## src/rtl/konami_audio_pkg.sv

```systemverilog
// Shared types and sizing helpers for the Konami audio mixer.
package konami_audio_pkg;

  typedef enum logic [1:0] {
    IDLE   = 2'd0,
    ACCUM  = 2'd1,
    OUTPUT = 2'd2
  } mixer_state_t;

  localparam logic [7:0] GAIN_UNITY = 8'h10;

  // Product of an (in_w+2)-bit sample and an 8-bit gain, plus headroom for every channel.
  function automatic int acc_width(input int in_w, input int channels);
    return in_w + 10 + $clog2(channels);
  endfunction

endpackage

```

## src/rtl/konami_dcrm_bank.sv

```systemverilog
// Per-channel DC trackers; reads the DC-corrected sample of channel idx and
// optionally folds it back into that channel's tracker.
module konami_dcrm_bank
  import konami_audio_pkg::*;
#(
  parameter int CHANNELS   = 4,
  parameter int IN_W       = 16,
  parameter int DCRM_SHIFT = 10,
  parameter int IDX_W      = 2
) (
  input  logic                   clk_49m,
  input  logic                   reset,
  input  logic [IDX_W-1:0]       idx,
  input  logic signed [IN_W-1:0] x,
  input  logic                   en,
  input  logic                   upd,
  output logic signed [IN_W:0]   y
);

  localparam int TRK_W = IN_W + DCRM_SHIFT;

  logic signed [TRK_W-1:0] trk_q [CHANNELS];
  logic signed [TRK_W-1:0] trk_d [CHANNELS];
  logic signed [IN_W-1:0]  dc_s;

  // Read port and tracker update; the top bits of the tracker are acc >>> DCRM_SHIFT.
  always_comb begin
    trk_d = trk_q;
    dc_s  = trk_q[idx][TRK_W-1:DCRM_SHIFT];
    if (en) begin
      y = {x[IN_W-1], x} - {dc_s[IN_W-1], dc_s};
    end else begin
      y = {x[IN_W-1], x};
    end
    if (upd && en) begin
      trk_d[idx] = trk_q[idx] + TRK_W'(y);
    end else begin
      trk_d[idx] = trk_q[idx];
    end
  end

  // Tracker registers.
  always_ff @(posedge clk_49m) begin
    if (reset) begin
      for (int k = 0; k < CHANNELS; k++) begin
        trk_q[k] <= '0;
      end
    end else begin
      trk_q <= trk_d;
    end
  end

endmodule

```

## src/rtl/konami_audio_mixer.sv

```systemverilog
// Time-multiplexed N-channel mixer: per-channel DC removal, inversion and Q4.4 gain,
// summed and saturated into one registered sample per sample strobe.
module konami_audio_mixer
  import konami_audio_pkg::*;
#(
  parameter int CHANNELS   = 4,
  parameter int IN_W       = 16,
  parameter int OUT_W      = 16,
  parameter int DCRM_SHIFT = 10
) (
  input  logic                       clk_49m,
  input  logic                       reset,
  input  logic                       sample_cen,
  input  logic [CHANNELS*IN_W-1:0]   ch_in,
  input  logic [CHANNELS*8-1:0]      ch_gain,
  input  logic [CHANNELS-1:0]        ch_invert,
  input  logic [CHANNELS-1:0]        ch_dcrm_en,
  input  logic                       mute,
  input  logic                       clip_clr,
  output logic signed [OUT_W-1:0]    sound,
  output logic                       sample_valid,
  output logic                       clip,
  output logic                       overrun
);

  localparam int GAIN_W    = 8;
  localparam int GAIN_FRAC = 4;
  localparam int IDX_W     = (CHANNELS > 1) ? $clog2(CHANNELS) : 1;
  localparam int PROD_W    = IN_W + 10;
  localparam int ACC_W     = acc_width(IN_W, CHANNELS);
  localparam int OUT_MAX   = (32'sd1 <<< (OUT_W - 1)) - 32'sd1;
  localparam int OUT_MIN   = -(32'sd1 <<< (OUT_W - 1));
  localparam logic [IDX_W-1:0] LAST_IDX = IDX_W'(CHANNELS - 1);

  mixer_state_t                state_q, state_d;
  logic [IDX_W-1:0]            idx_q, idx_d;
  logic [CHANNELS*IN_W-1:0]    in_q, in_d;
  logic [CHANNELS*GAIN_W-1:0]  gain_q, gain_d;
  logic [CHANNELS-1:0]         inv_q, inv_d;
  logic [CHANNELS-1:0]         dcrm_q, dcrm_d;
  logic signed [ACC_W-1:0]     sum_q, sum_d;
  logic signed [OUT_W-1:0]     sound_q, sound_d;
  logic                        valid_q, valid_d;
  logic                        clip_q, clip_d;
  logic                        overrun_q, overrun_d;

  logic signed [IN_W-1:0]      x_s;
  logic [GAIN_W-1:0]           g_s;
  logic                        inv_s;
  logic                        en_s;
  logic                        upd_s;
  logic signed [IN_W:0]        y_s;
  logic signed [IN_W+1:0]      z_s;
  logic signed [PROD_W-1:0]    p_s;
  logic signed [ACC_W-1:0]     r_s;
  logic                        sat_hi_s;
  logic                        sat_lo_s;

  konami_dcrm_bank #(
    .CHANNELS   (CHANNELS),
    .IN_W       (IN_W),
    .DCRM_SHIFT (DCRM_SHIFT),
    .IDX_W      (IDX_W)
  ) u_dcrm (
    .clk_49m (clk_49m),
    .reset   (reset),
    .idx     (idx_q),
    .x       (x_s),
    .en      (en_s),
    .upd     (upd_s),
    .y       (y_s)
  );

  // Channel select, invert, gain and output scaling/saturation.
  always_comb begin
    x_s      = in_q[int'(idx_q)*IN_W +: IN_W];
    g_s      = gain_q[int'(idx_q)*GAIN_W +: GAIN_W];
    inv_s    = inv_q[idx_q];
    en_s     = dcrm_q[idx_q];
    upd_s    = (state_q == ACCUM);
    z_s      = inv_s ? -((IN_W+2)'(y_s)) : (IN_W+2)'(y_s);
    p_s      = PROD_W'(z_s) * PROD_W'($signed({1'b0, g_s}));
    r_s      = sum_q >>> GAIN_FRAC;
    sat_hi_s = (r_s > ACC_W'(OUT_MAX));
    sat_lo_s = (r_s < ACC_W'(OUT_MIN));
  end

  // FSM next state, accumulator, output sample and sticky flags.
  always_comb begin
    state_d = state_q;
    idx_d   = idx_q;
    in_d    = in_q;
    gain_d  = gain_q;
    inv_d   = inv_q;
    dcrm_d  = dcrm_q;
    sum_d   = sum_q;
    sound_d = sound_q;
    valid_d = 1'b0;
    clip_d  = clip_clr ? 1'b0 : clip_q;

    case (state_q)
      IDLE: begin
        if (sample_cen) begin
          in_d    = ch_in;
          gain_d  = ch_gain;
          inv_d   = ch_invert;
          dcrm_d  = ch_dcrm_en;
          sum_d   = '0;
          idx_d   = '0;
          state_d = ACCUM;
        end else begin
          state_d = IDLE;
        end
      end
      ACCUM: begin
        sum_d = sum_q + ACC_W'(p_s);
        if (idx_q == LAST_IDX) begin
          state_d = OUTPUT;
        end else begin
          idx_d = idx_q + 1'b1;
        end
      end
      OUTPUT: begin
        valid_d = 1'b1;
        state_d = IDLE;
        // Mute skips clip evaluation entirely; set beats clip_clr otherwise.
        if (mute) begin
          sound_d = '0;
        end else if (sat_hi_s) begin
          sound_d = {1'b0, {(OUT_W-1){1'b1}}};
          clip_d  = 1'b1;
        end else if (sat_lo_s) begin
          sound_d = {1'b1, {(OUT_W-1){1'b0}}};
          clip_d  = 1'b1;
        end else begin
          sound_d = r_s[OUT_W-1:0];
        end
      end
      default: begin
        state_d = IDLE;
      end
    endcase

    if (sample_cen && (state_q != IDLE)) begin
      overrun_d = 1'b1;
    end else if (clip_clr) begin
      overrun_d = 1'b0;
    end else begin
      overrun_d = overrun_q;
    end
  end

  // State, snapshot and output registers.
  always_ff @(posedge clk_49m) begin
    if (reset) begin
      state_q   <= IDLE;
      idx_q     <= '0;
      in_q      <= '0;
      gain_q    <= '0;
      inv_q     <= '0;
      dcrm_q    <= '0;
      sum_q     <= '0;
      sound_q   <= '0;
      valid_q   <= 1'b0;
      clip_q    <= 1'b0;
      overrun_q <= 1'b0;
    end else begin
      state_q   <= state_d;
      idx_q     <= idx_d;
      in_q      <= in_d;
      gain_q    <= gain_d;
      inv_q     <= inv_d;
      dcrm_q    <= dcrm_d;
      sum_q     <= sum_d;
      sound_q   <= sound_d;
      valid_q   <= valid_d;
      clip_q    <= clip_d;
      overrun_q <= overrun_d;
    end
  end

  assign sound        = sound_q;
  assign sample_valid = valid_q;
  assign clip         = clip_q;
  assign overrun      = overrun_q;

endmodule

```

## config.mk

```make
export PLATFORM = sky130hd
export DESIGN_NAME = konami_audio_mixer
export DESIGN_NICKNAME = d
export VERILOG_FILES = /design/src/rtl/konami_audio_pkg.sv /design/src/rtl/konami_dcrm_bank.sv /design/src/rtl/konami_audio_mixer.sv
export SDC_FILE = /design/constraint.sdc
export NUM_CORES = 1
export LEC_CHECK = 0
export BUFFER_PORTS_ARGS = -buffer_cell sky130_fd_sc_hd__buf_2
export CELL_PAD_IN_SITES_DETAIL_PLACEMENT = 0
export CELL_PAD_IN_SITES_GLOBAL_PLACEMENT = 1
export CORE_ASPECT_RATIO = 0.6
export CORE_UTILIZATION = 47
export CTS_CLUSTER_SIZE = 24
export DETAILED_ROUTE_END_ITERATION = 10
export PLACE_DENSITY_LB_ADDON = 0.1
export SETUP_SLACK_MARGIN = 0.05
export SKIP_CTS_REPAIR_TIMING = 1
export SYNTH_ARGS = -nofsm -noshare
export SYNTH_HDL_FRONTEND = slang
export SYNTH_HIERARCHICAL = 1
export SYNTH_SLANG_ARGS = --single-unit
```

## constraint.sdc

```tcl
create_clock -name clk_49m -period 14.1 [get_ports clk_49m]
set_input_delay 1.41 -clock clk_49m [delete_from_list [all_inputs] [get_ports clk_49m]]
set_output_delay 1.41 -clock clk_49m [all_outputs]
set_load 0.05 [all_outputs]
```

==> impl_metrics.tcl, run 1 <==
set metrics [dict create \
    hp-class "reg -> reg" \
    avgSynthCellArea_sq_um 8.281 \
    slowest_delay_ns 1.01 \
    yosys_register_bits 259 \
    layout_common_cells "411 x nand2_1, 257 x dfxtp_1, 237 x nor2_1" \
    worst_pin_slew_ns 1.149 \
    grt_pass1_wl_um 90700 \
    status "complete, no violations" \
    clkSlewWorstSetupHoldPaths_ns 0.06 \
    maxSlewHeadroom 0.2276 \
    synth-main-ff-cell "dfxtp_1" \
    diodes 0 \
    worst-endpoint-required_ns 14.57 \
    drtIter0Drc 1758 \
    synth_nets 2699 \
    cts_tree "done" \
    synth.top_cell.area_share 0.2661 \
    core_sq_um 40650 \
    postRouteAntennaNets 0 \
    final_hold_viol_count 0 \
    ys_seq_area_frac 0.2661 \
    avgViaCountPerCell 5.701 \
    async_flop_share 0 \
    drive_gt1_frac 0.1251 \
    portBuffers 127 \
    clock_path_buffers 3 \
    fin_crit_ns 11.84 \
    rsz0062_at_grt "false" \
    ys_types 86 \
    globalplace.congestion 0.9248 \
    syn_area_sq_um 19480 \
    num-nets-final 2765 \
    wl_um 57880 \
    clk_latency_ns 0.60 \
    worstSetupStartpointType "register" \
    cts_inserted_buffers 28 \
    start_util 0.4793 \
    drc_errors 0 \
    antenna_found_initial 2 \
    die_h_um 159.7 \
    grt_usage 0.2726 \
    grt_pass1_vias 15740 \
    wl_per_cell_um 19.49 \
    slowest_stage "o41ai_1" \
    path_class "reg -> reg" \
    grt_max_degree 115 \
    fp.dieW_um 264.9 \
    final_common_cell "nand2_1" \
    drt-pass1-iter-count 5 \
    setup_viol 0 \
    crit_path_max_fanout 38 \
    synthToLayoutAreaGrowth_pct 9.876 \
    yosysWarnings 6 \
    fmax_mhz 84.43 \
    p_leak_nw 9.124 \
    holdPathStages 2 \
    cts.htree.levels 1 \
    cp.arrival_ns 12.31 \
    grt-ovfl-total 0 \
    skew_ns 0.03409 \
    fin_crit_sh 0.8400 \
    finalSetupTns_ns 0 \
    setup_ws_ns 2.256 \
    std_cell_rows 57 \
    finalMaxSlewViolations 0 \
    irDropWorstVdd_uv 101.0 \
    synth_top_cell_by_area "dfxtp_1" \
    clkSinkCount 259 \
    synth_edf_count 0 \
    p_per_area_nw_per_um2 125.6 \
    cts_root_buffer "clkbuf_16" \
    netlist_instances 2353 \
    preCtsSetupSlack_ns 2.588 \
    design.die.area_sq_um 42300 \
    cp-end-kind "register" \
    maxCapViolCount 0 \
    vias 16930 \
    reg2reg_depth 36 \
    dpl.hpwl_um 44220 \
    yosys-top-cells-area "dfxtp_1 27%, fa_1 12%, nand2_1 7.9%" \
    io_pins 128 \
]
## registers in the layout (all words and copies together), names as in the netlist
| signal | flops |
|---|---|
| clip | 1 |
| dcrm_q | 4 |
| gain_q | 32 |
| idx_q | 2 |
| in_q | 64 |
| inv_q | 4 |
| overrun | 1 |
| sample_valid | 1 |
| sound | 16 |
| state_q | 2 |
| sum_q | 28 |
| u_dcrm/trk_q | 104 |
## Yosys cell counts, drive strengths merged (25+ instances only)
| master | count |
|---|---|
| nand2 | 412 |
| dfxtp | 259 |
| nor2 | 238 |
| a21oi | 231 |
| inv | 208 |
| ha | 122 |
| fa | 115 |
| o21ai | 101 |
| clkbuf | 87 |
| a211oi | 66 |
| xnor2 | 55 |
| mux4 | 47 |
| xor2 | 36 |
| a21o | 29 |
| nor3 | 29 |
| nand2b | 28 |
| buf | 25 |
## cells by family after synthesis
group,share of synthesized area
muxes,0.06800
and+or+nand+nor,0.1846
buffers and inverters,0.06460
adders and majority gates,0.1965
xor gates and xnor gates,0.04167
DFF,0.2661
AOI/OAI and AO/OA,0.1786
## per-stage QoR
| stage | utilization | total power [mW] | instance area, sq um | instances | hold slack [ns] |
|---|---|---|---|---|---|
| after global routing | 0.5267 | 2.859 | 21410 | 2969 | 0.4693 |
| after global placement | 0.5047 | 1.933 | 20520 | 2920 | 0.4357 |
| after detailed placement | 0.5047 | 1.937 | 20520 | 2920 | 0.4430 |
| after CTS | 0.5267 | 2.680 | 21410 | 2969 | 0.4518 |
| after floorplan | - | 1.629 | 19480 | 2353 | 0.4329 |
| final | 0.5267 | 2.689 | 21410 | 2969 | 0.4484 |
## path summary, 6_finish.rpt
| path | start | end | slack, ns |
|---|---|---|---|
| setup reg to reg | idx_q[0]$_SDFFE_PP0P_ | sum_q[27]$_SDFFE_PP0P_ | 2.26 |
| setup / recovery | idx_q[0]$_SDFFE_PP0P_ | sum_q[27]$_SDFFE_PP0P_ | 2.26 |
| hold / removal | sound[7]$_SDFFE_PP0P_ | sound[7]$_SDFFE_PP0P_ | 0.45 |
| hold reg to reg | sound[7]$_SDFFE_PP0P_ | sound[7]$_SDFFE_PP0P_ | 0.45 |
## routing by layer
metal,up-vias,global-route usage,wire length [um]
li1,8094,-,-
met1,8155,0.4668,30910
met2,630,0.3313,20590
met3,48,0.06985,5796
met4,0,0.03363,585
met5,-,0,0
## layout make-up
class | count | area [sq um]
fill | 3900 | 19240
multi-input combinational | 1772 | 13060
sequential | 259 | 5192
clock buffer | 43 | 807.0
timing repair buffer | 148 | 802.0
inverter | 210 | 793.3
tap | 531 | 664.4
clock inverter | 6 | 86.33
## power by group
| group | internal (mW) | switching [mW] | total (mW) |
|---|---|---|---|
| combinational | 0.413 | 0.722 | 1.14 |
| sequential | 0.776 | 0.0395 | 0.816 |
| clock | 0.412 | 0.325 | 0.737 |
## critical path, delay by kind of cell, from the launching register on
kind	cells	cell delay (ns)
DFF	1	0.83
xor gates and xnor gates	3	1.02
adders and majority gates	7	3.09
muxes	1	0.52
and+or+nand+nor	7	1.22
buffers and inverters	5	0.81
AOI/OAI and AO/OA	13	4.16
Note: power is estimated with default switching activity, not from simulation.
==> inputs of run 2 (changes only) <==
CORE_UTILIZATION = 43   (was 47)
clock period = 9.52 ns   (was 14.1 ns; I/O delays follow)
==> run 2 against run 1 <==
Net effect:
- the flow now finishes with violations (negative setup slack)
- clock power rose by 44%
- clock skew down 0.020 ns
- sequential share of layout area decreased by 2.7 points
- via count grew 3.5%
- die area grew 9.2%
- global-route usage is 1.6 points lower
- register-to-register slack lost 2.4 ns
- worst hold slack better by 0.0024 ns
- combinational power grew 110%
- final area rose by 13%
- maximum frequency grew 22%
- flip-flop and latch count stayed put
==> impl_metrics.tcl, run 2 (same netlist as run 1, synthesis figures left out) <==
set metrics [dict create \
    status "finished with violations" \
    violations "negative setup slack" \
    fmax_mhz 102.9 \
    irDropWorstVdd_uv 149.0 \
    io_pins 128 \
    hp-class "reg -> reg" \
    r2r_slack_ns -0.19 \
    path_delay_family "adder cells" \
    wl_per_cell_um 18.76 \
    drive_gt1_frac 0.2496 \
    largest_reg_flops 104 \
    cts_root_buffer "clkbuf_16" \
    drtIter0Drc 1383 \
    grt_pass1_wl_um 93950 \
    cts_inserted_buffers 26 \
    reg2reg_depth 39 \
    postRouteAntennaNets 0 \
    cts_tree "done" \
    worstSetupStartpointType "register" \
    p_leak_nw 10.42 \
    fin_crit_sh 1.020 \
    p_per_area_nw_per_um2 191.1 \
    final_common_cell "nand2_1" \
    cp.arrival_ns 10.18 \
    wl_um 60780 \
    cp.depth 39 \
    drc_errors 0 \
    holdPathStages 2 \
    cts.htree.levels 1 \
    grt-ovfl-total 0 \
    dpl.hpwl_um 47060 \
    vias 17520 \
    worst-endpoint-required_ns 9.98 \
    antenna_found_initial 0 \
    slowest_delay_ns 0.57 \
    portBuffers 127 \
    avgViaCountPerCell 5.409 \
    setup_viol 2 \
    globalplace.congestion 0.9030 \
    finalMaxSlewViolations 0 \
    skew_ns 0.01427 \
    grt_pass1_vias 16460 \
    utilization 0.5484 \
    regMostFlops "u_dcrm/trk_q" \
    clkSinkCount 259 \
    reg2reg_from "idx_q[0]$_SDFFE_PP0P_" \
    start_util 0.4429 \
    maxCapViolCount 0 \
    die_h_um 166.9 \
    worstHoldEndpoint "sound[4]$_SDFFE_PP0P_" \
    slowest_stage "mux4_2" \
    fp.dieW_um 276.8 \
    path_class "reg -> reg" \
    fin_crit_ns 9.714 \
    hp-start "sound[4]$_SDFFE_PP0P_" \
    final_hold_viol_count 0 \
    layout_common_cells "404 x nand2_1, 257 x dfxtp_1, 230 x nor2_1" \
    path_common_cell "fa_1" \
    std_cell_rows 59 \
    clkSlewWorstSetupHoldPaths_ns 0.07 \
    finalSetupTns_ns -0.3374 \
    clock_path_buffers 3 \
    grt_usage 0.2567 \
    crit_path_max_fanout 7 \
    worst_pin_slew_ns 1.285 \
    grt_max_degree 167 \
    diodes 0 \
    drt-pass1-iter-count 5 \
    core_sq_um 44000 \
    num-nets-final 2986 \
    maxSlewHeadroom 0.1431 \
    worstReg2RegEnd "sum_q[27]$_SDFFE_PP0P_" \
    setup_ws_ns -0.1935 \
    p_total_mw 4.611 \
    cp-end-kind "register" \
    design.die.area_sq_um 46200 \
    clk_latency_ns 0.57 \
    reg_top3 "u_dcrm/trk_q x104, in_q x64, gain_q x32" \
    rsz0062_at_grt "true" \
    synthToLayoutAreaGrowth_pct 23.84 \
    cp_num_buf_inv 5 \
]
-- run 2: cell types whose count changed in the layout (fill, tap and decap cells not counted), sizes merged --
cell | previous run | this run
clkinvlp | 2 | 1
clkbuf | 44 | 37
clkinv | 4 | 11
buf | 147 | 370
-- run 2: layout make-up --
type | instances | area, sq um
Inverter | 210 | 793.3
Multi-Input combinational cell | 1772 | 14000
Clock inverter | 12 | 110.1
Timing Repair Buffer | 371 | 2559
Sequential cell | 259 | 5192
Tap cell | 579 | 724.4
Clock buffer | 36 | 749.5
Fill cell | 4131 | 19870
-- run 2: routing by layer --
layer | routed length [um] | global-route usage | vias up
met1 | 32730 | 0.4355 | 8439
met2 | 22540 | 0.3244 | 508
met5 | 0 | 0 | -
met3 | 4968 | 0.05485 | 29
met4 | 541 | 0.02826 | 0
li1 | - | - | 8545
-- run 2: worst max-delay path by stage --
stage | slack, ns | from | to
2_1_floorplan | 0.05 | idx_q[0]$_SDFFE_PP0P_ | sum_q[25]$_SDFFE_PP0P_
3_3_place_gp | -0.65 | idx_q[0]$_SDFFE_PP0P_ | sum_q[25]$_SDFFE_PP0P_
3_5_place_dp | -0.69 | idx_q[0]$_SDFFE_PP0P_ | sum_q[27]$_SDFFE_PP0P_
4_1_cts | -0.75 | idx_q[0]$_SDFFE_PP0P_ | sum_q[25]$_SDFFE_PP0P_
5_1_grt | -0.56 | idx_q[0]$_SDFFE_PP0P_ | sum_q[27]$_SDFFE_PP0P_
6_report | -0.19 | idx_q[0]$_SDFFE_PP0P_ | sum_q[27]$_SDFFE_PP0P_
-- run 2: tightest hold or removal path, stage by stage, from the launching register on --
cell and delay (ns):
dfxtp_1 0.30, nand2_1 0.05, a21oi_1 0.05
-- run 2: power breakdown --
part	switching (mW)	internal [mW]	leakage (nW)	total (mW)
clock	0.479	0.582	0.425	1.06
combinational	1.29	1.06	7.89	2.35
sequential	0.0528	1.15	2.11	1.20
-- run 2: stage by stage --
stage	setup slack [ns]	cell area (sq um)	instances	hold slack, ns
floorplan	0.05238	19710	2353	0.4329
global placement	-0.6504	22190	3156	0.4352
detailed placement	-0.6912	22190	3156	0.4431
CTS	-0.7457	23050	3204	0.4524
global route	-0.5608	24130	3239	0.4679
finish	-0.1935	24130	3239	0.4508
==> inputs of run 3 (changes only) <==
CORE_UTILIZATION = 44   (was 43)
CTS_BUF_LIST = sky130_fd_sc_hd__clkbuf_4 sky130_fd_sc_hd__clkbuf_8   (was not set)
==> run 3 against run 2 <==
Net effect:
- the flow still finishes with violations (negative setup slack)
- utilization rose by 0.094 points
- critical path depth rose by 1
- final cell count rose by 0.62%
- global-route usage rose by 1.6 points
- routed wire length rose by 2.7%
- first-iteration DRC count rose by 19%
- maximum frequency rose by 0.70%
- via count rose by 2.5%
- clock skew rose by 0.027 ns
- critical path type unchanged
- largest cell class unchanged
- largest power group unchanged
- highest routed layer is now met5
==> impl_metrics.tcl, run 3 (same netlist as run 1, synthesis figures left out) <==
set metrics [dict create \
    fmax_mhz 103.7 \
    dpl.hpwl_um 48040 \
    reg2reg_depth 40 \
    slowest_stage "mux4_2" \
    grt_max_degree 176 \
    maxSlewHeadroom 0.2228 \
    r2r_slack_ns -0.13 \
    setup_viol 2 \
    start_util 0.4481 \
    antenna_found_initial 2 \
    slowest_delay_ns 0.55 \
    io_pins 128 \
    regMostFlops "u_dcrm/trk_q" \
    layoutNonFillerInstCount 3259 \
    worstReg2RegEnd "sum_q[27]$_SDFFE_PP0P_" \
    cts_inserted_buffers 42 \
    status "finished with violations" \
    num-nets-final 2994 \
    synthToLayoutAreaGrowth_pct 22.59 \
    grt_usage 0.2730 \
    clk_latency_ns 0.61 \
    fp.dieW_um 273.7 \
    p_int_mw 2.732 \
    path_class "reg -> reg" \
    cts_tree "done" \
    drtIter0Drc 1648 \
    globalplace.congestion 0.9563 \
    crit_path_end "sum_q[27]$_SDFFE_PP0P_" \
    worstSetupStartpointType "register" \
    wl_met2_um 22080 \
    p_sw_frac 0.3987 \
    drc_errors 0 \
    path_delay_family "adder cells" \
    reg_top3 "u_dcrm/trk_q x104, in_q x64, gain_q x32" \
    fin_area_sq_um 23890 \
    preCtsSetupSlack_ns -0.3605 \
    placedInstanceArea_sq_um 22180 \
    p_leak_nw 10.47 \
    layout_common_cells "405 x nand2_1, 257 x dfxtp_1, 231 x nor2_1" \
    rsz0062_at_grt "true" \
    reg2reg_from "idx_q[1]$_SDFFE_PP0P_" \
    power_frac_clock 0.237 \
    fin_crit_sh 1.013 \
    portBuffers 127 \
    die_h_um 165.0 \
    finalSetupTns_ns -0.1464 \
    power_frac_seq 0.264 \
    wl_um 62440 \
    drive_gt1_frac 0.2485 \
    largest_reg_flops 104 \
    worst-endpoint-required_ns 10.00 \
    placed_cells 3154 \
    worst_pin_slew_ns 1.166 \
    avgViaCountPerCell 5.509 \
    met3_length_um 6846 \
    drt-pass1-iter-count 5 \
    grt-ovfl-total 0 \
    cp_num_buf_inv 7 \
    skew_ns 0.04147 \
    finalMaxSlewViolations 0 \
    maxCapViolCount 0 \
    fin_crit_ns 9.646 \
    diodes 0 \
    top_layer "met5" \
    p_comb_frac 0.498 \
    cp.arrival_ns 10.12 \
    clkSlewWorstSetupHoldPaths_ns 0.07 \
    grt_pass1_wl_um 95050 \
    postRouteAntennaNets 0 \
    cts.htree.levels 2 \
    cp-end-kind "register" \
    startpoint "idx_q[1]$_SDFFE_PP0P_" \
    clkSinkCount 259 \
    final_hold_viol_count 0 \
    cts_root_buffer "clkbuf_8" \
    irDropWorstVdd_uv 96.20 \
    clock_path_buffers 3 \
    wl_per_cell_um 19.16 \
    hp-class "reg -> reg" \
    violations "negative setup slack" \
    crit_path_max_fanout 5 \
    setup_ws_ns -0.1261 \
    switching_power_mw 1.812 \
    std_cell_rows 59 \
    p_per_area_nw_per_um2 190.2 \
    vias 17950 \
    core_sq_um 43480 \
    wl_met1_um 32720 \
    cp.depth 40 \
    grt_pass1_vias 16420 \
    final_common_cell "nand2_1" \
    design.die.area_sq_um 45160 \
]
run 3: cell types whose count changed in the layout (fill, tap and decap cells not counted), moves of 5 or more:
cell	previous run	this run
clkbuf_4	0	15
clkbuf_16	27	0
ha_1	99	109
clkbuf_8	5	49
buf_4	229	222
ha_4	21	12
clkbuf_1	5	0
run 3: power by group through the flow:
stage / logic (mW) / registers [mW] / clock network [mW]
floorplan: 1.24 / 1.20 / 0
global placement: 2.04 / 1.22 / 0
detailed placement: 2.05 / 1.22 / 0
CTS: 2.06 / 1.20 / 1.10
global route: 2.46 / 1.21 / 1.16
finish: 2.26 / 1.20 / 1.08
run 3: worst min-delay path by stage:
stage / startpoint / end / cells after the start
6_report: sound[6]$_SDFFE_PP0P_ / sound[6]$_SDFFE_PP0P_ / 2
4_1_cts: sound[3]$_SDFFE_PP0P_ / sound[3]$_SDFFE_PP0P_ / 2
5_1_grt: gain_q[21]$_SDFFE_PP0P_ / gain_q[21]$_SDFFE_PP0P_ / 2
2_1_floorplan: gain_q[11]$_SDFFE_PP0P_ / gain_q[11]$_SDFFE_PP0P_ / 2
3_3_place_gp: sound[7]$_SDFFE_PP0P_ / sound[7]$_SDFFE_PP0P_ / 2
3_5_place_dp: sound[3]$_SDFFE_PP0P_ / sound[3]$_SDFFE_PP0P_ / 2
run 3: routing by layer:
metal	global-route usage	up-vias
met3	0.08142	68
met4	0.04520	4
met5	0	-
met2	0.3228	681
met1	0.4589	8640
li1	-	8561
run 3: worst register-to-register path: cells and delay by family (launching register included):
| family | cells | cell delay (ns) |
|---|---|---|
| compound gates | 13 | 2.40 |
| xor+xnor | 4 | 0.88 |
| fa+ha+maj | 7 | 2.82 |
| buf+inv | 7 | 0.79 |
| flops | 1 | 0.39 |
| mux | 2 | 0.82 |
| simple gates | 7 | 1.41 |
run 3: through the flow:
stage / power, mW / util / hold slack [ns]
global route: 4.826 / 0.5494 / 0.4679
finish: 4.544 / 0.5494 / 0.4486
floorplan: 2.448 / - / 0.4329
global placement: 3.262 / 0.5101 / 0.4356
CTS: 4.367 / 0.5312 / 0.4498
detailed placement: 3.270 / 0.5101 / 0.4400
run 3: cell type report:
class	count	area, sq um
Tap cell	579	724.4
Fill cell	4116	19590
Multi-Input combinational cell	1772	13740
Clock buffer	63	773.2
Sequential cell	259	5192
Clock inverter	13	142.6
Timing Repair Buffer	363	2521
Inverter	210	793.3
